### config.mk
export PLATFORM = sky130hd
export DESIGN_NAME = c1541_gcr_shifter
export DESIGN_NICKNAME = d
export VERILOG_FILES = /design/src/rtl/c1541_pkg.sv /design/src/rtl/c1541_bit_clock.sv /design/src/rtl/c1541_gcr_shifter.sv
export SDC_FILE = /design/constraint.sdc
export NUM_CORES = 1
export LEC_CHECK = 0
export BUFFER_PORTS_ARGS = -buffer_cell sky130_fd_sc_hd__buf_2
export CAP_MARGIN = 20
export CORE_ASPECT_RATIO = 0.8
export CORE_MARGIN = 2
export CORE_UTILIZATION = 50
export DETAILED_ROUTE_END_ITERATION = 8
export GPL_TIMING_DRIVEN = 0
export PLACE_DENSITY = 0.77
export SYNTH_ARGS = -nofsm -noshare
export SYNTH_HDL_FRONTEND = slang
export SYNTH_SLANG_ARGS = --single-unit
### constraint.sdc
create_clock -name clk -period 7.1 [get_ports clk]
set_clock_uncertainty 0.15 [all_clocks]
set_input_delay 0.355 -clock clk [delete_from_list [all_inputs] [get_ports clk]]
set_output_delay 0.355 -clock clk [all_outputs]
set_load 0.05 [all_outputs]
### src/rtl/c1541_pkg.sv
// c1541_pkg: shared constants and cell-length helper for the 1541 GCR shifter.
package c1541_pkg;
   localparam int   SYNC_BITS  = 10;
   localparam logic MODE_READ  = 1'b1;
   localparam logic MODE_WRITE = 1'b0;
   // Bit cell length in clk cycles: (16 - zone) quarter-cell units of 4, over 4 quarters.
   function automatic logic [15:0] cell_len(input logic [1:0] zone, input int unit);
      return 16'((16 - int'(zone)) * unit);
   endfunction
endpackage

### src/rtl/c1541_bit_clock.sv
// c1541_bit_clock: bit-cell counter with registered flux edge detect and mid-cell resync.
module c1541_bit_clock
   import c1541_pkg::*;
#(
   parameter int CELL_UNIT = 8
) (
   input  logic       clk,
   input  logic       reset,
   input  logic       i_mtr,
   input  logic       i_resync_en,
   input  logic       i_clear,
   input  logic       i_flux,
   input  logic [1:0] i_zone,
   output logic       o_bit_tick,
   output logic       o_flux_edge
);
   logic [15:0] r_cell_cnt;
   logic        r_flux_d, r_edge;
   logic [15:0] w_len;
   assign w_len       = cell_len(i_zone, CELL_UNIT);
   // >= lets a zone change to a shorter cell wrap at once.
   assign o_bit_tick  = i_mtr & ~i_clear & (r_cell_cnt >= w_len - 16'd1);
   assign o_flux_edge = r_edge & i_resync_en & i_mtr & ~i_clear;
   always_ff @(posedge clk or posedge reset)
      if (reset) begin
         r_cell_cnt <= '0;
         r_flux_d   <= 1'b0;
         r_edge     <= 1'b0;
      end else begin
         r_flux_d <= i_flux;
         r_edge   <= i_flux & ~r_flux_d;
         if (i_clear) r_cell_cnt <= '0;
         else if (o_flux_edge) r_cell_cnt <= w_len >> 1;
         else if (o_bit_tick) r_cell_cnt <= '0;
         else if (i_mtr) r_cell_cnt <= r_cell_cnt + 16'd1;
      end
endmodule

### src/rtl/c1541_gcr_shifter.sv
// c1541_gcr_shifter: 1541 GCR read/write bit shifter with SYNC detect and byte-ready pulse.
module c1541_gcr_shifter
   import c1541_pkg::*;
#(
   parameter int CELL_UNIT  = 8,
   parameter int BYTE_PULSE = 16
) (
   input  logic       clk,
   input  logic       reset,
   input  logic       mtr,
   input  logic [1:0] speed_zone,
   input  logic       mode,
   input  logic       soe,
   input  logic       flux_in,
   input  logic [7:0] din,
   output logic [7:0] dout,
   output logic       sync_n,
   output logic       byte_n,
   output logic       wr_flux,
   output logic       wr_en
);
   logic                 r_mode, r_flux_seen, r_sync_n, r_byte_n, r_wr_flux, r_wr_en;
   logic [SYNC_BITS-2:0] r_shreg;
   logic [7:0]           r_wsr, r_dout;
   logic [2:0]           r_bit_cnt;
   logic [15:0]          r_byte_cnt, r_wr_cnt;
   logic                 w_mode_chg, w_read, w_tick, w_edge, w_sync, w_byte, w_wr_bit;
   logic [SYNC_BITS-1:0] w_shreg_next;
   logic [7:0]           w_wsr_cur;
   logic [15:0]          w_wr_len;
   c1541_bit_clock #(.CELL_UNIT(CELL_UNIT)) u_bit_clock (
      .clk         (clk),
      .reset       (reset),
      .i_mtr       (mtr),
      .i_resync_en (w_read),
      .i_clear     (w_mode_chg),
      .i_flux      (flux_in),
      .i_zone      (speed_zone),
      .o_bit_tick  (w_tick),
      .o_flux_edge (w_edge)
   );
   assign w_mode_chg   = mode ^ r_mode;
   assign w_read       = (r_mode == MODE_READ);
   assign w_shreg_next = {r_shreg, r_flux_seen};
   assign w_sync       = &w_shreg_next;
   assign w_wsr_cur    = (r_bit_cnt == 3'd0) ? din : r_wsr;
   assign w_wr_bit     = w_wsr_cur[7];
   assign w_wr_len     = cell_len(speed_zone, CELL_UNIT) >> 2;
   assign w_byte       = w_tick & (r_bit_cnt == 3'd7) & ~(w_read & w_sync);
   always_ff @(posedge clk or posedge reset)
      if (reset) begin
         r_mode      <= 1'b0;
         r_flux_seen <= 1'b0;
         r_sync_n    <= 1'b1;
         r_byte_n    <= 1'b1;
         r_wr_flux   <= 1'b0;
         r_wr_en     <= 1'b0;
         r_shreg     <= '0;
         r_wsr       <= '0;
         r_dout      <= '0;
         r_bit_cnt   <= '0;
         r_byte_cnt  <= '0;
         r_wr_cnt    <= '0;
      end else begin
         r_mode  <= mode;
         r_wr_en <= mtr & (mode == MODE_WRITE);
         if (w_mode_chg) begin
            r_bit_cnt   <= '0;
            r_shreg     <= '0;
            r_flux_seen <= 1'b0;
            r_sync_n    <= 1'b1;
            r_wr_flux   <= 1'b0;
            r_wr_cnt    <= '0;
         end else if (!mtr) begin
            r_flux_seen <= 1'b0;
            r_sync_n    <= 1'b1;
            r_wr_flux   <= 1'b0;
            r_wr_cnt    <= '0;
         end else begin
            if (w_read) begin
               r_flux_seen <= w_edge | (r_flux_seen & ~w_tick);
               if (w_tick) begin
                  r_shreg   <= w_shreg_next[SYNC_BITS-2:0];
                  r_sync_n  <= ~w_sync;
                  r_bit_cnt <= w_sync ? 3'd0 : r_bit_cnt + 3'd1;
                  if (w_byte) r_dout <= w_shreg_next[7:0];
               end
            end else begin
               r_sync_n <= 1'b1;
               if (w_tick) begin
                  r_wsr     <= w_wsr_cur << 1;
                  r_bit_cnt <= r_bit_cnt + 3'd1;
               end
            end
            if (w_tick & ~w_read & w_wr_bit) begin
               r_wr_flux <= 1'b1;
               r_wr_cnt  <= w_wr_len - 16'd1;
            end else if (r_wr_cnt != 16'd0) r_wr_cnt <= r_wr_cnt - 16'd1;
            else r_wr_flux <= 1'b0;
         end
         // Byte-ready runs its full width even if the motor stops meanwhile.
         if (w_byte & soe) begin
            r_byte_n   <= 1'b0;
            r_byte_cnt <= 16'(BYTE_PULSE - 1);
         end else if (r_byte_cnt != 16'd0) r_byte_cnt <= r_byte_cnt - 16'd1;
         else r_byte_n <= 1'b1;
      end
   assign dout    = r_dout;
   assign sync_n  = r_sync_n;
   assign byte_n  = r_byte_n;
   assign wr_flux = r_wr_flux;
   assign wr_en   = r_wr_en;
endmodule

==> flow_summary.toml <==
[min_path]
hp-class = "in -> reg"

[global_route]
grt_remaining_overflow = 0
grt_pass1_vias = 3218
grt_max_degree = 60
grt_pass1_wl_um = 15200
antenna_found_initial = 0
grt_util_all_layers_pct = 20.9

[critical_path]
cpMaxStageDelayCell = "nor3b_2"
critical_path_arrival_ps = 2870
crit_buf_inv = 4
worst-setup-path-type = "in -> reg"
end_kind = "register"
critPathTopFamily = "simple AND/OR/NAND/NOR gates"
max_stage_delay_ps = 520
start_kind = "primary input"
critical_path.max_fanout = 10
crit_chain = "buf_2 > inv_1 > ha_1 > xor2_1 > ha_1 > inv_1 > o311ai_2 > o31ai_4 > nor3b_2 > buf_2 > nor2_1"
crit_required_ps = 7190

[routing]
ant_nets = 0
drc = 0
drtPass1Iterations = 5
wirelength_um = 8940
vias = 3302
wire_per_inst_um = 15.3
via_per_inst = 5.65
drt_first_iter_violations = 225

[placement]
placed_area_um2 = 4600
gp_congestion = 0.903
port_buffers = 26
hpwl_um = 6410

[logic_synthesis]
synth.avg_cell_area_um2 = 10.1
synthCells = 427
synth_top_area_share_pct = 47.1
synth_top_cell_by_area = "dfrtp_1"
synth.area.top_cells = "dfrtp_1 47%, ha_1 3.8%, nor2_1 3.6%"
synth_ff_type = "dfrtp_1"
yosysMostFrequentCell = "dfrtp_1"
synth_commonest_cells = "81 x dfrtp_1, 41 x nor2_1, 32 x nand2_1, 25 x o21ai_0, 20 x inv_1"
ys_seq_area_share_pct = 48.4
ys_ff_latch = 83
synth-edff-count = 0
async_flop_share_pct = 100
yosysWarnings = 0
synth_area_um2 = 4300
syn_nets = 456
synth.distinct_cells = 54

[sta]
setup_viol = 0
setup_tns_ps = 0
holdWs_ps = 83.6
fin_crit_sh_pct = 39.2
slew_violations = 0
rsz0062_at_grt = "no"
fmax_ghz = 0.360
period_minus_slack_ps = 2780
tightestPinTransition_ps = 721
relSlewSlack_pct = 51.6
hold_viol = 0

[final_layout]
syn_to_final_growth_pct = 12.3
antenna_cells = 0
drive_gt1_share_pct = 14.6
fin_area_um2 = 4830
final_core_util_pct = 57.5
layout.nets = 497

[pwr]
power.density_nw_per_um2 = 231
power_mw = 1.12
p_leak_nw = 2.28
ir_drop_mv = 0.186

[clocking]
post_cts_buffers = 0
clk_latency_ps = 360
cts_resized = 0
clock-sinks = 83
cts-root-buf = "clkbuf_8"
numCtsBuffers = 9
clk_path_buf_depth = 2
htreeDepth = 3
clk_pin_slew_ps = 80
cts_hold_buf = 3
tritoncts = "built"

[floorplanning]
die_x_um = 108
core_area_um2 = 8410
initial_core_util_pct = 51.1
die_h_um = 87.0
rows = 30
boundaryPins = 28
design.die.area_um2 = 9360

[run_status]
status = "completed"

[flow_run]
maxCapViolations = 0
-- layer usage --
metal / share of wire (%) / vias to the layer above / global-route usage (%)
li1: - / 1607 / -
met1: 49 / 1607 / 29.0
met2: 46 / 73 / 31.3
met3: 3.6 / 15 / 6.51
met4: 1.7 / 0 / 6.64
met5: 0 / - / 0
-- registers in the layout, indices dropped and copies added (netlist names), 3 cells and up --
register / cells
r_shreg: 9
r_wr_cnt: 16
r_byte_cnt: 16
u_bit_clock.r_cell_cnt: 16
r_bit_cnt: 3
dout: 8
r_wsr: 7
-- worst paths after layout --
path | from | to | slack, ps | cells past startpoint
max | speed_zone[0] | r_byte_cnt[13] | 4320 | 11
min | din[0] | r_wsr[1] | 80 | 3
max reg2reg | u_bit_clock.r_cell_cnt[7] | r_shreg[0] | 4330 | 7
min reg2reg | u_bit_clock.r_flux_d | u_bit_clock.r_edge | 260 | 1
max in group asynchronous | reset | sync_n | 5800 | 4
min in group asynchronous | reset | r_shreg[6] | 360 | 3
-- logic make-up after synthesis --
kind of cell	count (synthesis)	synth area share [%]
compound gates	69	10.9
buf+inv	33	3.20
other cells	1	0.0872
xor+xnor	28	5.70
fa+ha+maj	13	3.78
flops	83	48.4
mux	23	6.37
simple gates	177	21.6
-- final cells by class --
cell class | instances | area, um^2
Clock inverter | 3 | 65.1
Sequential cell | 83 | 2080
Clock buffer | 12 | 135
Inverter | 20 | 77.6
Buffer | 13 | 62.6
Timing Repair Buffer | 30 | 188
Fill cell | 746 | 3580
Tap cell | 112 | 140
Multi-Input combinational cell | 311 | 2080
-- per-stage QoR --
| stage | instances | worst slack, ps |
|---|---|---|
| 2_1_floorplan | 427 | 4430 |
| 3_3_place_gp | 565 | 3530 |
| 3_5_place_dp | 566 | 3970 |
| 4_1_cts | 584 | 4310 |
| 5_1_grt | 584 | 4120 |
| 6_report | 584 | 4320 |
-- worst register-to-register path: stages, from the launching register on --
cell      delay [ps]
dfrtp_1          500
ha_1             250
nor4_1           370
o311ai_2         220
o31ai_4          400
buf_2            310
nor2_2           120
a221o_1          320
-- cells in the final DEF, fill, tap and decap left out, types with 4 or more instances in the layout --
cell type	netlist	routed
a21oi_1	15	15
a221o_1	7	7
and2_1	4	4
and3_1	12	12
buf_2	5	31
clkbuf_1	6	9
clkbuf_8	0	9
dfrtp_1	81	81
ha_1	13	13
inv_1	20	19
mux2_4	8	8
mux2i_1	12	12
nand2_1	32	32
nand3_1	15	15
nand4_1	9	9
nor2_1	41	41
nor2b_1	5	5
nor3_1	19	19
nor4_1	9	9
o21ai_0	25	25
or3_1	11	11
or4_1	4	4
xnor2_1	14	14
xor2_1	14	14
-- report_power, final --
group	internal (mW)	total (mW)	leakage (nW)	switching (mW)
sequential	0.495	0.520	1.08	0.0257
combinational	0.102	0.236	1.09	0.134
clock	0.196	0.360	0.100	0.164
Power figures use the tool's default switching activity.
